<file path="config.mk">
export PLATFORM = sky130hd
export DESIGN_NAME = trace_cmd_dispatch
export DESIGN_NICKNAME = d
export VERILOG_FILES = /design/src/rtl/trace_cmd_dispatch.sv
export SDC_FILE = /design/constraint.sdc
export NUM_CORES = 1
export LEC_CHECK = 0
export BUFFER_PORTS_ARGS = -buffer_cell sky130_fd_sc_hd__buf_4
export CAP_MARGIN = 15
export CORE_MARGIN = 1
export CORE_UTILIZATION = 45
export DETAILED_ROUTE_END_ITERATION = 7
export PLACE_DENSITY = 0.72
export SLEW_MARGIN = 40
export SYNTH_ARGS = -nofsm -noshare
export SYNTH_HDL_FRONTEND = slang
export SYNTH_SLANG_ARGS = --single-unit
</file>
<file path="constraint.sdc">
create_clock -name clk -period 4.25 [get_ports clk]
set_clock_uncertainty 0.15 [all_clocks]
set_input_delay 0.2125 -clock clk [delete_from_list [all_inputs] [get_ports clk]]
set_output_delay 0.2125 -clock clk [all_outputs]
set_load 0.05 [all_outputs]
</file>
<file path="src/rtl/trace_cmd_dispatch.sv">
// Trace command front end: buffers (cmd, addr) pairs, issues them one at a time
// to the LLC model and keeps the read/write/hit/miss statistics.
module trace_cmd_dispatch #(
    parameter int CMDSIZE     = 4,
    parameter int ADDR_BITS   = 32,
    parameter int OFFSET_BITS = 6,
    parameter int INDEX_BITS  = 15,
    parameter int FIFO_DEPTH  = 4,
    parameter int CNT_W       = 32
) (
    input  logic                                        clk,
    input  logic                                        rst,
    input  logic                                        in_valid,
    output logic                                        in_ready,
    input  logic [CMDSIZE-1:0]                          in_cmd,
    input  logic [ADDR_BITS-1:0]                        in_addr,
    input  logic                                        eof,
    output logic                                        req_valid,
    input  logic                                        req_ready,
    output logic [CMDSIZE-1:0]                          req_cmd,
    output logic [ADDR_BITS-INDEX_BITS-OFFSET_BITS-1:0] req_tag,
    output logic [INDEX_BITS-1:0]                       req_index,
    output logic [OFFSET_BITS-1:0]                      req_offset,
    input  logic                                        rsp_valid,
    input  logic                                        rsp_hit,
    output logic [CNT_W-1:0]                            reads,
    output logic [CNT_W-1:0]                            writes,
    output logic [CNT_W-1:0]                            cache_hits,
    output logic [CNT_W-1:0]                            cache_misses,
    output logic [CNT_W-1:0]                            bad_cmds,
    output logic                                        done
);

    localparam int TAG_W = ADDR_BITS - INDEX_BITS - OFFSET_BITS;
    localparam int PTR_W = $clog2(FIFO_DEPTH);
    localparam logic [PTR_W:0] FULL_CNT = (PTR_W+1)'(FIFO_DEPTH);

    typedef enum logic [1:0] {
        IDLE,
        ISSUE,
        WAIT_RSP
    } state_t;

    state_t state;

    logic [CMDSIZE-1:0]   cmd_mem  [FIFO_DEPTH];
    logic [ADDR_BITS-1:0] addr_mem [FIFO_DEPTH];
    logic [PTR_W-1:0]     wptr;
    logic [PTR_W-1:0]     rptr;
    logic [PTR_W:0]       count;
    logic                 push;
    logic                 pop;
    logic [CMDSIZE-1:0]   head_cmd;
    logic [ADDR_BITS-1:0] head_addr;

    function automatic logic [CNT_W-1:0] sat_inc(input logic [CNT_W-1:0] v);
        return (v == '1) ? v : v + CNT_W'(1);
    endfunction

    function automatic logic is_bad(input logic [CMDSIZE-1:0] c);
        return (c == CMDSIZE'(7)) || (c > CMDSIZE'(9));
    endfunction

    // Commands 8 and 9 are control commands: no address, no LLC response.
    function automatic logic is_ctl(input logic [CMDSIZE-1:0] c);
        return (c == CMDSIZE'(8)) || (c == CMDSIZE'(9));
    endfunction

    assign in_ready  = (count != FULL_CNT);
    assign push      = in_valid && in_ready;
    assign pop       = (state == IDLE) && (count != '0);
    assign head_cmd  = cmd_mem[rptr];
    assign head_addr = addr_mem[rptr];
    assign done      = eof && (count == '0) && (state == IDLE);

    always_ff @(posedge clk) begin
        if (push) begin
            cmd_mem[wptr]  <= in_cmd;
            addr_mem[wptr] <= in_addr;
        end
    end

    always_ff @(posedge clk) begin
        if (rst) begin
            wptr  <= '0;
            rptr  <= '0;
            count <= '0;
        end else begin
            if (push) wptr <= wptr + PTR_W'(1);
            if (pop)  rptr <= rptr + PTR_W'(1);
            case ({push, pop})
                2'b10:   count <= count + (PTR_W+1)'(1);
                2'b01:   count <= count - (PTR_W+1)'(1);
                default: count <= count;
            endcase
        end
    end

    always_ff @(posedge clk) begin
        if (rst) begin
            state        <= IDLE;
            req_valid    <= 1'b0;
            req_cmd      <= '0;
            req_tag      <= '0;
            req_index    <= '0;
            req_offset   <= '0;
            reads        <= '0;
            writes       <= '0;
            cache_hits   <= '0;
            cache_misses <= '0;
            bad_cmds     <= '0;
        end else begin
            case (state)
                IDLE: begin
                    if (count != '0) begin
                        if (is_bad(head_cmd)) begin
                            bad_cmds <= sat_inc(bad_cmds);
                        end else begin
                            state     <= ISSUE;
                            req_valid <= 1'b1;
                            req_cmd   <= head_cmd;
                            if (is_ctl(head_cmd)) begin
                                req_tag    <= '0;
                                req_index  <= '0;
                                req_offset <= '0;
                            end else begin
                                req_tag    <= head_addr[ADDR_BITS-1 -: TAG_W];
                                req_index  <= head_addr[OFFSET_BITS +: INDEX_BITS];
                                req_offset <= head_addr[OFFSET_BITS-1:0];
                            end
                        end
                    end
                end
                ISSUE: begin
                    if (req_ready) begin
                        req_valid <= 1'b0;
                        if ((req_cmd == CMDSIZE'(0)) || (req_cmd == CMDSIZE'(2)))
                            reads <= sat_inc(reads);
                        if (req_cmd == CMDSIZE'(1))
                            writes <= sat_inc(writes);
                        // Later assignments win, so the clear overrides any increment above.
                        if (req_cmd == CMDSIZE'(8)) begin
                            reads        <= '0;
                            writes       <= '0;
                            cache_hits   <= '0;
                            cache_misses <= '0;
                            bad_cmds     <= '0;
                        end
                        state <= is_ctl(req_cmd) ? IDLE : WAIT_RSP;
                    end
                end
                WAIT_RSP: begin
                    if (rsp_valid) begin
                        if (req_cmd <= CMDSIZE'(2)) begin
                            if (rsp_hit) cache_hits   <= sat_inc(cache_hits);
                            else         cache_misses <= sat_inc(cache_misses);
                        end
                        state <= IDLE;
                    end
                end
                default: state <= IDLE;
            endcase
        end
    end

endmodule

</file>
==> results.sh <==
export IMPL_rsz0062_at_grt="no"
export IMPL_synthSimpleGateAreaFrac_pct=20.7
export IMPL_worst_path_max_fanout=13
export IMPL_holdWs_ns=0.102
export IMPL_cp_num_cells=6
export IMPL_synth_seq_area_share_pct=56.1
export IMPL_syn_to_final_growth_pct=25.6
export IMPL_cp_slowest_cell="dfxtp_1"
export IMPL_tritoncts="yes"
export IMPL_ys_ff_latch=352
export IMPL_ctsLongestPathBuffers=3
export IMPL_synth_top_family_by_area="simple AND/OR/NAND/NOR gates"
export IMPL_synth_avg_cell_area_um2=10.8
export IMPL_maxSlewHeadroom_pct=46.0
export IMPL_fin_crit_sh_pct=73.9
export IMPL_die_w_um=185
export IMPL_grt_overflow=0
export IMPL_crit_path_max_incr_delay_ns=0.62
export IMPL_root_buffer="clkbuf_16"
export IMPL_critPathCaptureType="flop"
export IMPL_regArea_um2=8490
export IMPL_ys_top_cells_by_area="edfxtp_1 29%, dfxtp_1 28%, mux4_2 5.4%"
export IMPL_peakVddDrop_mv=0.623
export IMPL_ys_async_sr_fraction_pct=0
export IMPL_htree_num_levels=2
export IMPL_tightest_slew_ns=0.810
export IMPL_drt_pass1_iterations=6
export IMPL_finalSetupViolations=0
export IMPL_gp_congestion=0.859
export IMPL_row_count=66
export IMPL_hold_viol=0
export IMPL_critPathTopFamily="simple AND/OR/NAND/NOR gates"
export IMPL_synth_most_common_cell="dfxtp_1"
export IMPL_max_cap_viol_count=0
export IMPL_hold_depth=2
export IMPL_clk_latency_ns=0.52
export IMPL_dieArea_um2=34400
export IMPL_syn_num_nets=1457
export IMPL_grt_antenna_before_repair=1
export IMPL_nets=1726
export IMPL_core_region_area_um2=32800
export IMPL_fin_tns_setup_ns=0
export IMPL_synth_top_area_share_pct=28.6
export IMPL_slew_violations=0
export IMPL_startpoint_type="flop"
export IMPL_yosys_top_cells_count="208 x dfxtp_1, 144 x edfxtp_1, 138 x nor2_1"
export IMPL_synth_fa_ha_area_share_pct=0.959
export IMPL_grt_pass1_vias=11157
export IMPL_p_leak_nw=6.70
export IMPL_cts_made_buffers=39
export IMPL_grt_use_total_pct=21.4
export IMPL_rrSetupSlack_ns=1.11
export IMPL_io_pins=242
export IMPL_worst_endpoint_required_ns=4.55
export IMPL_muxShareOfSynthArea_pct=6.02
export IMPL_viasPerCell=5.60
export IMPL_drive_above_1_share_pct=22.4
export IMPL_reg2reg_depth=6
export IMPL_ys_flop_type="dfxtp_1"
export IMPL_synth_compound_area_share_pct=7.89
export IMPL_status="finished, final reports clean"
export IMPL_finalCriticalPeriod_ns=3.14
export IMPL_yosys_area_share_xor_xnor_pct=5.73
export IMPL_dp_hpwl_um=24900
export IMPL_yosys_area_top_type="edfxtp_1"
export IMPL_cts_resized_gates=0
export IMPL_yosysWarnings=0
export IMPL_multiInputGateArea_um2=6300
export IMPL_initial_core_util_pct=46.2
export IMPL_portBuffers=241
export IMPL_crit_chain="nor4b_2 -> nand4b_1 -> a21oi_1 -> o2111ai_1 -> or3_1 -> a21oi_1"
export IMPL_drtAntennaViolNets=0
export IMPL_path_clk_slew_ns=0.06
export IMPL_wl_um=37400
export IMPL_synthCells=1403
export IMPL_path_common_cell="a21oi_1"
export IMPL_grt_max_degree=73
export IMPL_min_path_type="in2reg"
export IMPL_drtIter0Drc=785
export IMPL_route_detailed_drc=0
export IMPL_synth_distinct_cells=67
export IMPL_synth_area_um2=15100
export IMPL_chipHeight_um=185
export IMPL_via_count=12005
export IMPL_worstSetupPathType="reg2reg"
export IMPL_cp_buffers_inverters=0
export IMPL_synth_edf_count=144
export IMPL_clock_sinks=352
export IMPL_wl_per_cell_um=17.5
export IMPL_fmax_mhz=318
export IMPL_grt_pass1_wl_um=58700
export IMPL_fillers=2720
export IMPL_power_density_nw_per_um2=512
export IMPL_crit_arrival_ns=3.44
routing by layer:
metal | vias up | global-route usage (%) | share of wire, %
met1 | 5789 | 27.9 | 42
met3 | 79 | 4.38 | 7.2
met5 | - | 0 | 0
met4 | 0 | 8.50 | 3.5
li1 | 5728 | - | -
met2 | 409 | 34.7 | 47
registers in the layout, summed over array words and instances, names as in the netlist, named ones only:
| signal | flops |
|---|---|
| req_offset | 6 |
| reads | 32 |
| req_valid | 1 |
| rptr | 2 |
| wptr | 2 |
| cmd_mem | 16 |
| cache_hits | 32 |
| writes | 32 |
| req_cmd | 4 |
| req_index | 15 |
| addr_mem | 128 |
| state | 2 |
| bad_cmds | 32 |
| req_tag | 11 |
| cache_misses | 32 |
| count | 3 |
what timing repair did:
item / in CTS / in global routing
setup buffers: 0 / 0
hold buffers: 39 / 0
hold endpoints to repair: 150 / 0
endpoints found under the setup margin: 0 / 0
where the power goes:
group / switching (W) / internal, W
combinational: 0.00157 / 0.000812
sequential: 0.000244 / 0.00385
clock: 0.00134 / 0.00192
kinds of logic (layout without fill, tap and decap cells):
| group | after synthesis | in the layout |
|---|---|---|
| fa+ha+maj | 11 | 11 |
| mux | 46 | 46 |
| other cells | 0 | 1 |
| buf+inv | 95 | 391 |
| compound gates | 193 | 193 |
| simple gates | 607 | 607 |
| flops | 352 | 352 |
| xor+xnor | 99 | 99 |
stage by stage:
step           utilization [%]  area (µm²)  setup slack (ns)  power [W]  cells
2_1_floorplan                -       15100              1.56    0.00582   1403
3_3_place_gp              52.9       17300              1.24    0.00648   2033
3_5_place_dp              53.0       17400              1.14    0.00653   2033
4_1_cts                   57.9       19000              1.14    0.00982   2140
5_1_grt                   58.0       19000             0.833     0.0101   2142
6_report                  58.0       19000              1.11    0.00974   2142
final cells by class:
type | instances | share of cell area [%]
Antenna cell | 1 | 0.0132
Timing Repair Buffer | 293 | 12.2
Sequential cell | 352 | 44.6
Multi-Input combinational cell | 956 | 33.1
Tap cell | 442 | 2.91
Clock inverter | 9 | 0.474
Clock buffer | 59 | 6.01
Inverter | 30 | 0.592
path summary, 6_finish.rpt:
check | endpoint | from
worst max-delay path | cache_misses[28] | state[1]
worst max register to register | cache_misses[28] | state[1]
worst min-delay path | reads[0] | rst
worst min register to register | req_index[4] | req_index[4]
cell usage in the layout (no fill, tap or decap), types with 6 or more instances in the layout:
cell	n
buf_4	252
dfxtp_1	206
edfxtp_1	144
nor2_1	137
nand2_1	125
a21oi_1	94
nand3_1	90
xnor2_1	67
nand4_1	41
or3_1	41
clkbuf_16	40
o21ai_0	39
dlygate4sd3_1	39
mux4_2	36
nor3_1	32
xor2_1	32
inv_1	30
and3_1	30
nor4_1	29
or4_1	16
and2_1	14
o211ai_1	14
clkbuf_1	12
o2111ai_1	11
mux2i_1	10
ha_1	10
and4_1	9
clkbuf_8	7
o31ai_1	6
No activity file was read; power rests on OpenSTA's default activity.
